<file path="src/rtl/fork_join_sched.sv">
// fork_join_sched: launches up to N_BRANCH child branches, resolves
// join / join_any / join_none, resumes the parent, then drains stragglers.
module fork_join_sched #(
   parameter int N_BRANCH = 4,
   parameter int DELAY_W  = 8
) (
   input  logic                clk,
   input  logic                rst,
   input  logic                start,
   input  logic [1:0]          mode,
   input  logic [N_BRANCH-1:0] branch_en,
   input  logic [DELAY_W-1:0]  post_delay,
   input  logic [N_BRANCH-1:0] done,
   output logic [N_BRANCH-1:0] launch,
   output logic                parent_go,
   output logic [N_BRANCH-1:0] pending,
   output logic [N_BRANCH-1:0] finished,
   output logic                busy
);

   localparam logic [2:0] S_IDLE   = 3'd0;
   localparam logic [2:0] S_LAUNCH = 3'd1;
   localparam logic [2:0] S_JOIN   = 3'd2;
   localparam logic [2:0] S_DELAY  = 3'd3;
   localparam logic [2:0] S_RESUME = 3'd4;
   localparam logic [2:0] S_DRAIN  = 3'd5;

   localparam logic [1:0] M_ANY  = 2'd1;
   localparam logic [1:0] M_NONE = 2'd2;

   localparam logic [DELAY_W-1:0] D_ONE = DELAY_W'(1);

   logic [2:0]          state;
   logic [1:0]          mode_q;
   logic [N_BRANCH-1:0] en_q;
   logic [DELAY_W-1:0]  delay_q;
   logic [DELAY_W-1:0]  cnt;

   logic [N_BRANCH-1:0] upd_pend;
   logic [N_BRANCH-1:0] upd_fin;
   logic                join_ok;

   // Masks after this cycle's done pulses, and the join condition on them.
   always_comb begin
      upd_pend = pending & ~done;
      upd_fin  = finished | (done & pending);
      join_ok  = 1'b0;
      case (mode_q)
         M_ANY:   join_ok = |upd_fin;
         M_NONE:  join_ok = 1'b1;
         default: join_ok = ~|upd_pend;
      endcase
      if (~|en_q)
         join_ok = 1'b1;
   end

   // Fork/join state machine, branch tracking and post-join delay.
   always_ff @(posedge clk) begin
      if (rst) begin
         state    <= S_IDLE;
         mode_q   <= '0;
         en_q     <= '0;
         delay_q  <= '0;
         cnt      <= '0;
         pending  <= '0;
         finished <= '0;
      end else begin
         pending  <= upd_pend;
         finished <= upd_fin;
         case (state)
            S_IDLE: begin
               if (start) begin
                  state    <= S_LAUNCH;
                  mode_q   <= mode;
                  en_q     <= branch_en;
                  delay_q  <= post_delay;
                  pending  <= branch_en;
                  finished <= '0;
               end
            end
            S_LAUNCH, S_JOIN: begin
               if (join_ok) begin
                  if (delay_q == '0) begin
                     state <= S_RESUME;
                  end else begin
                     state <= S_DELAY;
                     cnt   <= delay_q;
                  end
               end else begin
                  state <= S_JOIN;
               end
            end
            S_DELAY: begin
               cnt <= cnt - D_ONE;
               if (cnt <= D_ONE)
                  state <= S_RESUME;
            end
            S_RESUME: begin
               state <= (|upd_pend) ? S_DRAIN : S_IDLE;
            end
            S_DRAIN: begin
               if (~|upd_pend)
                  state <= S_IDLE;
            end
            default: state <= S_IDLE;
         endcase
      end
   end

   assign launch    = (state == S_LAUNCH) ? en_q : '0;
   assign parent_go = (state == S_RESUME);
   assign busy      = (state != S_IDLE);

endmodule
</file>
<file path="config.mk">
export PLATFORM = sky130hd
export DESIGN_NAME = fork_join_sched
export DESIGN_NICKNAME = d
export VERILOG_FILES = /design/src/rtl/fork_join_sched.sv
export SDC_FILE = /design/constraint.sdc
export NUM_CORES = 1
export LEC_CHECK = 0
export CORE_UTILIZATION = 44
export DETAILED_ROUTE_END_ITERATION = 10
export PLACE_DENSITY_LB_ADDON = 0.25
export REMOVE_ABC_BUFFERS = 1
export SETUP_SLACK_MARGIN = 0.2
export SKIP_LAST_GASP = 1
export SLEW_MARGIN = 20
export SYNTH_ARGS = -nofsm -noshare
export SYNTH_HDL_FRONTEND = slang
export SYNTH_SLANG_ARGS = --single-unit
</file>
<file path="constraint.sdc">
create_clock -name clk -period 2.2 [get_ports clk]
set_input_delay 0.66 -clock clk [delete_from_list [all_inputs] [get_ports clk]]
set_output_delay 0.66 -clock clk [all_outputs]
set_load 0.05 [all_outputs]
</file>
### Word-level counts from Yosys, hierarchy flattened

Index checks and enable logic that the tools add are counted.

| word-level totals | value |
|---|---|
| flip-flop bits (word level) | 33 |
| logic and storage cells | 54 |

| cells by class | value |
|---|---|
| add/subtract/negate cells | 1 |
| $lt $le $gt $ge | 1 |
| equality and inequality tests | 12 |
| mux-type cells | 17 |
| bitwise logic cells | 4 |
| reductions and logical operators | 12 |

Operators with widths:

| kind | number |
|---|---|
| $mux W4 | 5 |
| $mux W3 | 6 |
| $mux W8 | 2 |
| $pmux W8 S2 | 1 |
| $pmux W3 S5 | 1 |
| $reduce_or A4 Y1 | 3 |
| $ne A2 B2 Y1 const B | 5 |
| $and A4 B4 Y4 | 2 |
| $le A8 B1 Y1 const B | 1 |
| $logic_not A8 Y1 | 1 |
| $sub A8 B1 Y8 const B | 1 |
| $eq A3 B2 Y1 const B | 2 |
| $eq A3 B3 Y1 const B | 2 |
| $reduce_and A3 Y1 | 2 |
| $not A4 Y4 | 1 |
| $or A4 B4 Y4 | 1 |
| $eq A3 B1 Y1 const B | 1 |
| $logic_not A3 Y1 | 1 |
| $reduce_bool A3 Y1 | 1 |
| $eq A2 B1 Y1 const B | 1 |
| $eq A2 B2 Y1 const B | 1 |
| $pmux W1 S2 | 1 |
| $reduce_and A2 Y1 | 1 |
| $reduce_bool A2 Y1 | 1 |
| other kinds (3) | 3 |

### Logic depth before layout (Yosys ltp)

Gate-level depths: netlist (run 1).

| depth | value |
|---|---|
| word-level depth | 8 |
| depth in mapped cells | 9 |
| gate-level depth less buffers | 8 |

### Worst setup path after synthesis (run 1)

No wires, ideal clock.

| path | value |
|---|---|
| kind | flip-flop to output port |
| start point | register state[0] |
| end point | output parent_go |
| data arrival time | 1.561 ns |
| setup slack | -0.021 ns |
| cell stages (with the launch flop) | 3 |
| path buffers | 1 |
| path through | dfxtp_1 -> buf_2 -> nor3_1 |

| between the ends | value |
|---|---|
| cells in the longest elaborated chain, start to end | 1 |

RTL lines:

| what | RTL line | source |
|---|---|---|
| from (decl) | 33 | `logic [2:0] state;` |
| from (signal assigned) | 99 | `state <= (\|upd_pend) ? S_DRAIN : S_IDLE;` |
| $eq A3 B3 Y1 | 111 | `assign parent_go = (state == S_RESUME);` |
| to (decl) | 15 | `output logic parent_go,` |

Every way passes these cells.

### Worst setup path after layout (run 1)

| path | value |
|---|---|
| start point | register en_q[0] |
| end point | register cnt[0] |

| between the ends | value |
|---|---|
| cells in the longest elaborated chain, start to end | 4 |

RTL lines:

| what | RTL line | source |
|---|---|---|
| from (decl) | 35 | `logic [N_BRANCH-1:0] en_q;` |
| from (signal assigned) | 75 | `en_q <= branch_en;` |
| $reduce_or A4 Y1 | 53 | `if (~\|en_q)` |
| $mux W1 | 53 |  |
| $ne A2 B2 Y1 (no source line) | -- |  |
| $reduce_and A3 Y1 (no source line) | -- |  |
| to (signal assigned) | 87 | `cnt <= delay_q;` |
| to (signal assigned) | 94 | `cnt <= cnt - D_ONE;` |
| to (decl) | 37 | `logic [DELAY_W-1:0] cnt;` |

Every way passes these cells.
A chain may end at the register's enable or synchronous reset.

==> results.sh, run 1 <==
export IMPL_power_static_leakage_nw=0.922
export IMPL_route_layer_met1_wl_um=1660
export IMPL_number_of_global_route_vias_before_repair=1419
export IMPL_post_drt_via_cell_ratio=5.52
export IMPL_min_path_type="flip-flop to flip-flop"
export IMPL_timing_hold_violations_final=0
export IMPL_layout_drive_gt1_share_pct=27.9
export IMPL_post_drt_antenna_nets=0
export IMPL_final_setup_worst_slack_ps=92.7
export IMPL_slew_at_the_pin_with_the_worst_max_slew_slack_ps=490
export IMPL_count_of_buffers_inserted_at_the_top_level_ports=34
export IMPL_finalWeightedCongestion=0.775
export IMPL_total_power_mw=2.82
export IMPL_core_area_um2=3360
export IMPL_vdd_ir_drop_max_mv=0.566
export IMPL_synth_seq_cells=33
export IMPL_placedCellCount=275
export IMPL_hold_path_startpoint="en_q[0]"
export IMPL_p_per_area_nw_per_um2=1230
export IMPL_placementRows=21
export IMPL_n_antenna_cell=0
export IMPL_yosys_area_top_type="sky130_fd_sc_hd__dfxtp_1"
export IMPL_achievable_frequency_ghz=0.475
export IMPL_timing_critical_path_from="en_q[0]"
export IMPL_starting_utilization_of_the_core_area_pct=46.0
export IMPL_drt_total_wl_um=3880
export IMPL_layout_cells_non_filler=290
export IMPL_die_area_um2=3760
export IMPL_cts_hold_buffers=0
export IMPL_synthesis_yosys_warnings=0
export IMPL_run_status="completed"
export IMPL_synth_common_cells="sky130_fd_sc_hd__a21oi_1, sky130_fd_sc_hd__nand2_1, sky130_fd_sc_hd__dfxtp_1, sky130_fd_sc_hd__nor3_1, sky130_fd_sc_hd__nor2_1"
export IMPL_critical_path_start_type="flip-flop"
export IMPL_grt_antenna_before_repair=0
export IMPL_total_iterations_of_the_first_detailed_routing_run=4
export IMPL_final_net_count=268
export IMPL_hpwlAfterDp_um=2640
export IMPL_ys_async_sr_fraction_pct=0
export IMPL_clkSlewWorstSetupHoldPaths_ps=100
export IMPL_met3_wirelength_um=204
export IMPL_edff_count_synth=0
export IMPL_end_kind="flip-flop"
export IMPL_max_slew_margin_rel_pct=67.1
export IMPL_worst_path_largest_cell_delay_ps=540
export IMPL_cts_root_buffer_cell="sky130_fd_sc_hd__clkbuf_4"
export IMPL_synthDominantCellAreaShare_pct=42.7
export IMPL_sequential_cell_area_um2=666
export IMPL_chipHeight_um=61.3
export IMPL_grt_usage_pct=22.7
export IMPL_grt_remaining_overflow=0
export IMPL_timing_critical_path_cells="or4_4, buf_4, o21ai_2, a21oi_2, or2_4, o311a_1, nor4_2"
export IMPL_die_w_um=61.3
export IMPL_max_cap_violations=0
export IMPL_min_period_over_period_pct=95.8
export IMPL_global_route_wire_length_before_repair_um=6150
export IMPL_crit_fanout=4
export IMPL_final_core_utilization_pct=68.4
export IMPL_clock_buffer_count_from_cts=5
export IMPL_drv_slew=0
export IMPL_route_vias_total=1601
export IMPL_met2_wirelength_um=1930
export IMPL_critical_path_arrival_ps=2360
export IMPL_pin_count_of_the_biggest_net_entering_global_routing=34
export IMPL_htree_levels=2
export IMPL_fillers=307
export IMPL_synth_flop_cell="sky130_fd_sc_hd__dfxtp_1"
export IMPL_ioPinCount=35
export IMPL_fin_skew_ps=9.23
export IMPL_synth_seq_area_share_pct=42.7
export IMPL_tritoncts="built"
export IMPL_multi_input_comb_area_um2=905
export IMPL_r2r_start="en_q[0]"
export IMPL_required_ps=2450
export IMPL_route_detailed_drc=0
export IMPL_synth_most_common_cell="sky130_fd_sc_hd__a21oi_1"
export IMPL_synth_top_cells_by_area="sky130_fd_sc_hd__dfxtp_1, sky130_fd_sc_hd__a21oi_1, sky130_fd_sc_hd__nand2_1"
export IMPL_rsz0062_at_grt="true"
export IMPL_clock_insertion_delay_worst_skew_ps=340
export IMPL_worst_path_max_delay_cell="sky130_fd_sc_hd__or4_4"
export IMPL_worst_setup_path_type="flip-flop to flip-flop"
export IMPL_synth_cell_type_count=37
export IMPL_setup_violations=0
export IMPL_mappedNetlistArea_um2=1550
export IMPL_final_min_clock_period_ps=2110
export IMPL_routed_wire_length_per_instance_um=13.4
export IMPL_synth_avg_cell_area_um2=8.01
export IMPL_clkSinkCount=33
export IMPL_synthToLayoutAreaGrowth_pct=48.7
export IMPL_drt_iter0_drc=56
export IMPL_clock_tree_buffer_depth=2
export IMPL_placement_setup_worst_slack_ps=-545
export IMPL_synthCells=193
export IMPL_dr_max_layer_used="met4"
layout by cell type (no fill, tap or decap), drive strengths merged, types with 3 or more instances in the layout:
cell type	count
inv	8
nand3	4
nor3	10
o21ai	3
or4	3
dlygate4sd2	11
o211ai	3
buf	26
a21oi	40
ha	4
nor4	5
clkdlybuf4s50	16
nand2	36
and3	5
clkbuf	7
dfxtp	33
nor2	7
nor2b	4
what timing repair did:
action / in CTS / in global routing
pin swaps: 4 / 11
gates resized for setup: 26 / 14
setup endpoints to repair: 25 / 17
setup buffers: 2 / 5
final timing paths:
path	endpoint	slack, ps	cells past startpoint
max	cnt[0]	90	7
min	en_q[0]	480	2
max reg2reg	cnt[0]	90	7
min reg2reg	en_q[0]	480	2
registers in the layout, indices dropped and copies added, names as in the netlist:
register	count
cnt	8
delay_q	8
state	3
en_q	4
mode_q	2
finished	4
pending	4
cells by family after synthesis:
group / Yosys count / synth area share [%]
buffers and inverters: 19 / 4.94
and+or+nand+nor: 82 / 27.5
DFF: 33 / 42.7
xor gates and xnor gates: 1 / 0.566
adders and majority gates: 4 / 3.24
AOI/OAI and AO/OA: 54 / 21.0
worst max-delay path: cells and delay by family, from the launching register on:
| family | cells | cell delay, ps |
|---|---|---|
| AO/OA/AOI/OAI | 3 | 480 |
| buffers and inverters | 1 | 150 |
| flip-flops | 1 | 340 |
| AND/OR/NAND/NOR | 3 | 1060 |
area by class of cell:
cell class	instances	share of cell area [%]
well taps	46	2.50
multi-input cells	141	39.3
flip-flops and latches	33	28.9
clock buffers	7	2.83
clock inverters	1	0.218
inverters	8	1.31
repair buffers	54	24.9
per-layer routing:
| layer | up-vias | global-route usage, % |
|---|---|---|
| met3 | 11 | 7.98 |
| met5 | - | 0 |
| met1 | 759 | 28.8 |
| li1 | 781 | - |
| met2 | 50 | 34.5 |
| met4 | 0 | 10.7 |
report_power, final:
group	switching (mW)	internal, mW
Clock	0.209	0.185
Combinational	0.856	0.722
Sequential	0.119	0.733
Total	1.18	1.64
metrics by stage:
step | setup TNS [ps] | area [um2] | hold WS (ps)
final | 0 | 2300 | 479
after global routing | 0 | 2300 | 498
after CTS | 0 | 2200 | 486
after detailed placement | -4710 | 2070 | 465
after global placement | -3930 | 2070 | 453
after floorplan | 0 | 1500 | 438
No activity file was read; power rests on OpenSTA's default activity.
==> inputs of run 2 (changes only) <==
--- a/config.mk
+++ b/config.mk
@@ -7,6 +7,7 @@
 export LEC_CHECK = 0
 export CORE_UTILIZATION = 44
 export DETAILED_ROUTE_END_ITERATION = 10
+export HOLD_SLACK_MARGIN = 0.12
 export PLACE_DENSITY_LB_ADDON = 0.25
 export REMOVE_ABC_BUFFERS = 1
 export SETUP_SLACK_MARGIN = 0.2
==> results of run 2 <==
Final layout, timing and power as in run 1 (identical DEF).
